## src/rtl/stopwatch_ctrl.sv

```systemverilog
// Stopwatch controller: button conditioning, run/pause/lap/clear FSM and
// display mux for the counter block.
// Optional macro STOPWATCH_CTRL_DEBOUNCE_EN inserts a per-button counter filter
// of DEBOUNCE_CYCLES stable cycles after the synchronizers.
module stopwatch_ctrl #(
    parameter int unsigned DEBOUNCE_CYCLES = 500000
) (
    input  logic        clock,
    input  logic        reset,
    input  logic        btn_start_stop,
    input  logic        btn_lap,
    input  logic        btn_clear,
    input  logic [17:0] epoch,
    input  logic [9:0]  m_epoch,
    output logic        run,
    output logic        sw_reset,
    output logic [17:0] disp_epoch,
    output logic [9:0]  disp_m_epoch,
    output logic        lap_valid,
    output logic [1:0]  state
);

    typedef enum logic [1:0] {
        StIdle    = 2'd0,
        StRunning = 2'd1,
        StPaused  = 2'd2,
        StLap     = 2'd3
    } state_e;

    // Bit 0 = start/stop, bit 1 = lap, bit 2 = clear.
    logic [2:0] btn_raw;
    logic [2:0] sync1_q, sync2_q;
    logic [2:0] level;
    logic [2:0] prev_q, prev_d;
    logic [2:0] arm_q, arm_d;
    logic [1:0] warm_q, warm_d;
    logic [2:0] press;

    state_e      state_q, state_d;
    logic        run_q, run_d;
    logic        sw_reset_q, sw_reset_d;
    logic        lap_valid_q, lap_valid_d;
    logic [17:0] lap_epoch_q, lap_epoch_d;
    logic [9:0]  lap_m_epoch_q, lap_m_epoch_d;
    logic [17:0] disp_epoch_q, disp_epoch_d;
    logic [9:0]  disp_m_epoch_q, disp_m_epoch_d;

    assign btn_raw = {btn_clear, btn_lap, btn_start_stop};

    // Two-flop synchronizers for the asynchronous buttons.
    always_ff @(posedge clock) begin
        if (reset) begin
            sync1_q <= '0;
            sync2_q <= '0;
        end else begin
            sync1_q <= btn_raw;
            sync2_q <= sync1_q;
        end
    end

`ifdef STOPWATCH_CTRL_DEBOUNCE_EN
    localparam int unsigned CntW = (DEBOUNCE_CYCLES > 1) ? $clog2(DEBOUNCE_CYCLES) : 1;
    localparam logic [CntW-1:0] CntMax = CntW'(DEBOUNCE_CYCLES - 1);

    logic [2:0][CntW-1:0] cnt_q, cnt_d;
    logic [2:0]           filt_q, filt_d;

    // Filtered level flips only after DEBOUNCE_CYCLES consecutive differing samples.
    always_comb begin
        filt_d = filt_q;
        cnt_d  = '0;
        for (int i = 0; i < 3; i++) begin
            if (sync2_q[i] != filt_q[i]) begin
                if (cnt_q[i] == CntMax) begin
                    filt_d[i] = ~filt_q[i];
                end else begin
                    cnt_d[i] = cnt_q[i] + 1'b1;
                end
            end
        end
    end

    // Debounce counter and filtered level registers.
    always_ff @(posedge clock) begin
        if (reset) begin
            filt_q <= '0;
            cnt_q  <= '0;
        end else begin
            filt_q <= filt_d;
            cnt_q  <= cnt_d;
        end
    end

    assign level = filt_q;
`else
    logic unused_debounce;
    assign unused_debounce = (DEBOUNCE_CYCLES == 0);
    assign level = sync2_q;
`endif

    // Edge detect; a button is armed only once a genuine released level has
    // passed the synchronizers, so a button held through reset never presses.
    always_comb begin
        prev_d = level;
        warm_d = (warm_q == 2'd2) ? 2'd2 : warm_q + 2'd1;
        arm_d  = arm_q | ({3{warm_q == 2'd2}} & ~sync2_q);
        press  = level & ~prev_q & arm_q;
    end

    // Edge-detect and arming registers.
    always_ff @(posedge clock) begin
        if (reset) begin
            prev_q <= '0;
            arm_q  <= '0;
            warm_q <= '0;
        end else begin
            prev_q <= prev_d;
            arm_q  <= arm_d;
            warm_q <= warm_d;
        end
    end

    // Next state and registered outputs; clear outranks start/stop outranks lap.
    always_comb begin
        state_d       = state_q;
        sw_reset_d    = 1'b0;
        lap_epoch_d   = lap_epoch_q;
        lap_m_epoch_d = lap_m_epoch_q;
        unique case (state_q)
            StIdle: begin
                if (press[2]) begin
                    sw_reset_d = 1'b1;
                end else if (press[0]) begin
                    state_d = StRunning;
                end
            end
            StRunning: begin
                if (!press[2]) begin
                    if (press[0]) begin
                        state_d = StPaused;
                    end else if (press[1]) begin
                        state_d       = StLap;
                        lap_epoch_d   = epoch;
                        lap_m_epoch_d = m_epoch;
                    end
                end
            end
            StLap: begin
                if (!press[2]) begin
                    if (press[0]) begin
                        state_d = StPaused;
                    end else if (press[1]) begin
                        state_d = StRunning;
                    end
                end
            end
            StPaused: begin
                if (press[2]) begin
                    state_d    = StIdle;
                    sw_reset_d = 1'b1;
                end else if (press[0]) begin
                    state_d = StRunning;
                end
            end
            default: state_d = StIdle;
        endcase
        run_d          = (state_d == StRunning) || (state_d == StLap);
        lap_valid_d    = (state_d == StLap);
        disp_epoch_d   = lap_valid_d ? lap_epoch_d : epoch;
        disp_m_epoch_d = lap_valid_d ? lap_m_epoch_d : m_epoch;
    end

    // State and output registers; reset also requests a counter clear.
    always_ff @(posedge clock) begin
        if (reset) begin
            state_q        <= StIdle;
            run_q          <= 1'b0;
            sw_reset_q     <= 1'b1;
            lap_valid_q    <= 1'b0;
            lap_epoch_q    <= '0;
            lap_m_epoch_q  <= '0;
            disp_epoch_q   <= '0;
            disp_m_epoch_q <= '0;
        end else begin
            state_q        <= state_d;
            run_q          <= run_d;
            sw_reset_q     <= sw_reset_d;
            lap_valid_q    <= lap_valid_d;
            lap_epoch_q    <= lap_epoch_d;
            lap_m_epoch_q  <= lap_m_epoch_d;
            disp_epoch_q   <= disp_epoch_d;
            disp_m_epoch_q <= disp_m_epoch_d;
        end
    end

    assign state        = state_q;
    assign run          = run_q;
    assign sw_reset     = sw_reset_q;
    assign lap_valid    = lap_valid_q;
    assign disp_epoch   = disp_epoch_q;
    assign disp_m_epoch = disp_m_epoch_q;

endmodule

```

## config.mk

```make
export PLATFORM = sky130hd
export DESIGN_NAME = stopwatch_ctrl
export DESIGN_NICKNAME = d
export VERILOG_FILES = /design/src/rtl/stopwatch_ctrl.sv
export SDC_FILE = /design/constraint.sdc
export NUM_CORES = 1
export LEC_CHECK = 0
export ABC_AREA = 0
export CORE_UTILIZATION = 45
export CTS_CLUSTER_DIAMETER = 200
export DETAILED_ROUTE_END_ITERATION = 12
export PLACE_DENSITY = 0.73
export SLEW_MARGIN = 20
export SYNTH_ARGS = -nofsm -noshare
export SYNTH_HDL_FRONTEND = slang
export SYNTH_SLANG_ARGS = --single-unit
export TNS_END_PERCENT = 100
```

## constraint.sdc

```tcl
create_clock -name clock -period 1.6 [get_ports clock]
set_clock_uncertainty 0.15 [all_clocks]
set_input_delay 0.24 -clock clock [delete_from_list [all_inputs] [get_ports clock]]
set_output_delay 0.24 -clock clock [all_outputs]
set_load 0.02 [all_outputs]
```

==> results.toml, run 1 <==
[yosys]
synth_top_cell_by_area = "dfxtp_1"
synth_cell_type_count = 37
avgSynthCellArea_um2 = 9.441
synth.cell_area_mm2 = 0.003654
syn-instance-count = 387
ys_warn_count = 0
synth-seq-cells = 75
syn_nets = 421
synth_top_area_share_pct = 41.10
synth-main-ff-cell = "dfxtp_1"
synthTopCellsByArea = "dfxtp_1, nor2b_1, and4b_1, nand3_1, nand2b_1"
yosysMostFrequentCell = "dfxtp_1"
seq_area_frac_synth_pct = 41.10
async_flop_share_pct = 0
synthTopCellsByCount = "dfxtp_1, nor2b_1, nand3_1, nand2b_1, clkbuf_1"
synth_edf_count = 0

[timing]
setup_violations = 24
hold_violations = 0
rsz0062_at_grt = "true"
slew_headroom_pct = 80.82
layout_setup_ws_ns = -0.07197
post-route-period-util_pct = 104.5
period_minus_slack_ns = 1.672
worstMarginPinSlew_ns = 0.2856
clock.fmax_mhz = 598.1
drv_slew = 0
hold-worst-slack_ns = 0.1954

[clocking]
ctsRootBufferMaster = "clkbuf_8"
clkLatencyLatePin_ns = 0.35
tritoncts = "done"
htreeDepth = 3
cts_buffers = 9
clkTransAtPathRegs_ns = 0.07
clock_sinks = 75
clock_path_buffers = 2

[grt]
grt.overflow.total = 0
grt_pass1_wl_um = 14930
grt_pass1_vias = 3125
grt_usage_pct = 22.16
grt_max_degree = 41
antenna_found_initial = 0

[worst_setup_path]
startpoint_type = "flip-flop"
cp.required_ns = 1.68
r2r-end = "lap_m_epoch_q[6]$_SDFF_PP0_"
critical_path.endpoint = "lap_m_epoch_q[6]$_SDFF_PP0_"
timing.rr.start = "arm_q[0]$_SDFF_PP0_"
cp_max_fo = 16
crit_arrival_ns = 1.76
startpoint = "arm_q[0]$_SDFF_PP0_"
worstRegToRegCells = 4
r2r_slack_ns = -0.07
path_class = "reg -> reg"
endpoint_kind = "flip-flop"

[route]
routed_wl_um = 9058
num_vias = 3223
routed_via_density = 5.704
first_pass_iters = 4
drc = 0
wl_per_cell_um = 16.03
drtIter0Drc = 227
ant_nets = 0

[finish]
nets = 492
syn_to_final_growth_pct = 30.48
antenna_cells = 0
layout-drive-gt1-share_pct = 17.49

[outcome]
status = "finished with violations"
violations = "negative setup slack"

[pwr]
p_leak_nw = 1.980
ir_drop_v = 0.0003876
p_per_area_mw_per_mm2 = 801.0
finalPower_mw = 3.818

[placed_design]
gp_congestion = 0.7493
post-dp-hpwl_um = 5802
portBuffers = 65

[job]
cap_violations = 0

[floorplanning]
core_area_mm2 = 0.007807
ios = 66
die-width_um = 92.11
die_h_um = 92.11
dieArea_mm2 = 0.008483
initial_utilization_pct = 46.79
rows = 32

[hold_path]
hold_class = "in -> reg"
-- timing repair --
item / CTS / global route
pin swaps: 0 / 1
hold buffers: 0 / 0
gates resized for setup: 38 / 12
endpoints found under the setup margin: 73 / 42
cloned: 1 / 0
setup buffers: 1 / 1
-- cells by family after synthesis --
logic type      share of synthesized area (%)
compound gates                          12.98
fa+ha+maj                              0.3424
buf+inv                                 6.199
flops                                   41.10
mux                                     9.041
simple gates                            30.34
-- area by class of cell --
type,instances,area (um2)
Multi-Input combinational cell,266,1944
Sequential cell,75,1514
Fill cell,687,3040
Inverter,4,15.01
Timing Repair Buffer,102,975.9
Clock inverter,3,21.27
Clock buffer,13,168.9
Tap cell,102,127.6
-- layer usage --
metal | wire length [um] | track usage, % | up-vias
met3 | 506 | 3.648 | 29
met2 | 4304 | 35.39 | 110
met1 | 4000 | 28.26 | 1517
met5 | 0 | 0 | -
met4 | 246 | 12.50 | 0
li1 | - | - | 1567
-- power breakdown --
part	switching [mW]	total (mW)	leakage (nW)	internal [mW]
sequential	0.0255	1.96	0.618	1.94
clock	0.690	1.38	0.0956	0.691
combinational	0.235	0.475	1.27	0.240
total	0.950	3.82	1.98	2.87
-- cells in the final DEF, fill, tap and decap left out, drive strengths merged, types with 13 or more instances in the layout --
cell / n
a22oi: 16
nand3: 32
dfxtp: 75
nand2b: 25
o211ai: 17
or3: 13
dlygate4sd2: 32
clkdlybuf4s50: 31
buf: 39
nand4b: 13
nor3: 13
clkbuf: 13
mux2: 16
and4b: 16
nor2b: 38
-- worst min path at each step --
stage               cells past startpoint            startpoint  slack [ns]                    end
finish                                  3                 reset        0.20   warm_q[1]$_SDFF_PP0_
global placement                        1  warm_q[0]$_SDFF_PP0_        0.25   warm_q[0]$_SDFF_PP0_
CTS                                     3                 reset        0.18   warm_q[1]$_SDFF_PP0_
floorplan                               1        btn_start_stop        0.22  sync1_q[0]$_SDFF_PP0_
global route                            3                 reset        0.20   prev_q[2]$_SDFF_PP0_
detailed placement                      1  warm_q[0]$_SDFF_PP0_        0.26   warm_q[0]$_SDFF_PP0_
-- stage by stage --
stage	cell area (um2)	TNS, ns	util, %	setup WS [ns]	std cells
6_report	4767	-0.7801	61.06	-0.07197	565
5_1_grt	4767	-3.133	61.06	-0.1436	565
4_1_cts	4741	-3.416	60.72	-0.1347	564
3_5_place_dp	4567	-2.756	58.49	-0.1085	546
3_3_place_gp	4567	-1.080	58.49	-0.06701	546
2_1_floorplan	3681	-0.4409	-	-0.05511	387
-- worst max-delay path: stages (launching register included) --
cell     delay, ns
dfxtp_2       0.32
and3b_2       0.24
nor4_4        0.29
buf_12        0.21
mux2_2        0.34
-- sequential cells by signal, indices dropped and copies added (netlist names) --
signal	cells
lap_valid	1
warm_q	2
disp_m_epoch	10
sw_reset	1
sync1_q	3
lap_m_epoch_q	10
arm_q	3
disp_epoch	18
run	1
level	3
prev_q	3
state	2
lap_epoch_q	18
No activity file was read; power rests on OpenSTA's default activity.
==> run 2, diff against run 1 <==
==> constraint.sdc (replaced) <==
create_clock -name clock -period 1.6 [get_ports clock]
set_clock_uncertainty 0.15 [all_clocks]
set_input_delay 0.32 -clock clock [delete_from_list [all_inputs] [get_ports clock]]
set_output_delay 0.32 -clock clock [all_outputs]
set_load 0.02 [all_outputs]
==> results.toml, run 2 (same netlist as run 1, synthesis figures left out) <==
[clocking]
clkTransAtPathRegs_ns = 0.07
clock_path_buffers = 2
clkLatencyLatePin_ns = 0.35
clock_sinks = 75
htreeDepth = 3
tritoncts = "done"
ctsRootBufferMaster = "clkbuf_8"
cts_buffers = 9
hold_buffers = 0

[pwr]
clock_power_share_pct = 36.1
swShare_pct = 24.77
p_per_area_mw_per_mm2 = 789.3
p_int_mw = 2.888
finalPower_mw = 3.839
seq_power_share_pct = 51.2
combPwrFrac_pct = 12.7
p_leak_nw = 2.022
ir_drop_v = 0.0004086
p_sw_uw = 950.9

[finish]
nets = 497
nFillCells = 674
layout_commonest_cell = "dfxtp_1"
seqCellArea_mm2 = 0.001513
layout-drive-gt1-share_pct = 17.52
multi_input_area_mm2 = 0.001976
syn_to_final_growth_pct = 33.12
antenna_cells = 0
final_cell_mix = "dfxtp_1, nor2b_1, dlygate4sd2_1, nand3_1, clkdlybuf4s50_1"

[worst_setup_path]
cp_slowest_cell = "dfxtp_1"
cp_max_fo = 8
startpoint_type = "flip-flop"
timing.rr.start = "arm_q[0]$_SDFF_PP0_"
critPathBufInv = 2
startpoint = "arm_q[0]$_SDFF_PP0_"
cp.required_ns = 1.69
path_class = "reg -> reg"
crit_arrival_ns = 1.77
slowest_delay_ns = 0.32
cp_top_family = "simple AND/OR/NAND/NOR gates"
endpoint_kind = "flip-flop"
worstPathCellList = "and3b_2 -> nor4_4 -> buf_6 -> clkbuf_16 -> mux2_4"

[timing]
worstMarginPinSlew_ns = 0.2655
layout_setup_ws_ns = -0.07393
period_minus_slack_ns = 1.674
drv_slew = 0
post-route-period-util_pct = 104.6
hold_violations = 0
rsz0062_at_grt = "true"
hold-worst-slack_ns = 0.2764
setup_violations = 22
clock.fmax_mhz = 597.4
slew_headroom_pct = 82.26

[grt]
antenna_found_initial = 0
grt_pass1_vias = 3166
grt.overflow.total = 0
grt_pass1_wl_um = 14890
grt_max_degree = 32
grt_usage_pct = 22.31

[placed_design]
portBuffers = 65
gp_congestion = 0.7532
post-dp-hpwl_um = 5856

[floorplanning]
ios = 66
initial_utilization_pct = 46.79
die_h_um = 92.11
die-width_um = 92.11
core_area_mm2 = 0.007807
dieArea_mm2 = 0.008483
rows = 32

[route]
routed_via_density = 5.670
drc = 0
routed_wl_um = 9123
first_pass_iters = 5
num_vias = 3232
wl_per_cell_um = 16.01
drtIter0Drc = 192
ant_nets = 0

[hold_path]
hold_class = "reg -> reg"
hp-start = "warm_q[0]$_SDFF_PP0_"

[outcome]
violations = "negative setup slack"
status = "finished with violations"

[job]
cap_violations = 0
==> run 2: stage by stage <==
stage / instances / setup TNS [ns] / util (%) / setup slack (ns) / area, um2
2_1_floorplan: 387 / -0.4409 / - / -0.05511 / 3681
3_3_place_gp: 550 / -1.108 / 58.72 / -0.06843 / 4584
3_5_place_dp: 550 / -2.624 / 58.72 / -0.1161 / 4584
4_1_cts: 568 / -2.794 / 60.91 / -0.1197 / 4756
5_1_grt: 570 / -2.464 / 62.29 / -0.1233 / 4863
6_report: 570 / -1.016 / 62.29 / -0.07393 / 4863
==> run 2: layer usage <==
| layer | global-route usage, % | wire, um |
|---|---|---|
| met4 | 12.11 | 197 |
| met3 | 3.731 | 487 |
| met5 | 0 | 0 |
| met2 | 36.07 | 4343 |
| met1 | 28.24 | 4095 |
==> run 2: path summary, 6_finish.rpt <==
kind	end	slack, ns	cells after the start
hold reg to reg	warm_q[0]$_SDFF_PP0_	0.28	1
setup reg to reg	lap_epoch_q[4]$_SDFF_PP0_	-0.07	5
setup / recovery	lap_epoch_q[4]$_SDFF_PP0_	-0.07	5
hold / removal	warm_q[0]$_SDFF_PP0_	0.28	1
==> run 2: layout make-up <==
type	count	area share, %
clock buffer	15	3.653
clock inverter	1	0.1029
inverter	4	0.3087
multi-input combinational	266	40.62
sequential	75	31.10
tap	102	2.624
timing repair buffer	107	21.58
==> run 2: power by group through the flow <==
stage	clock [mW]	sequential (mW)	combinational [mW]
3_3_place_gp	0	2.01	0.503
4_1_cts	1.41	1.96	0.484
2_1_floorplan	0	2.06	0.199
5_1_grt	1.49	1.97	0.529
3_5_place_dp	0	2.01	0.512
6_report	1.39	1.96	0.488
==> run 2: repair_timing <==
| item | CTS | global route |
|---|---|---|
| setup buffers | 1 | 1 |
| gates cloned | 1 | 1 |
| gates resized for setup | 38 | 25 |
| pin swaps | 0 | 1 |
| setup endpoints to repair | 73 | 43 |
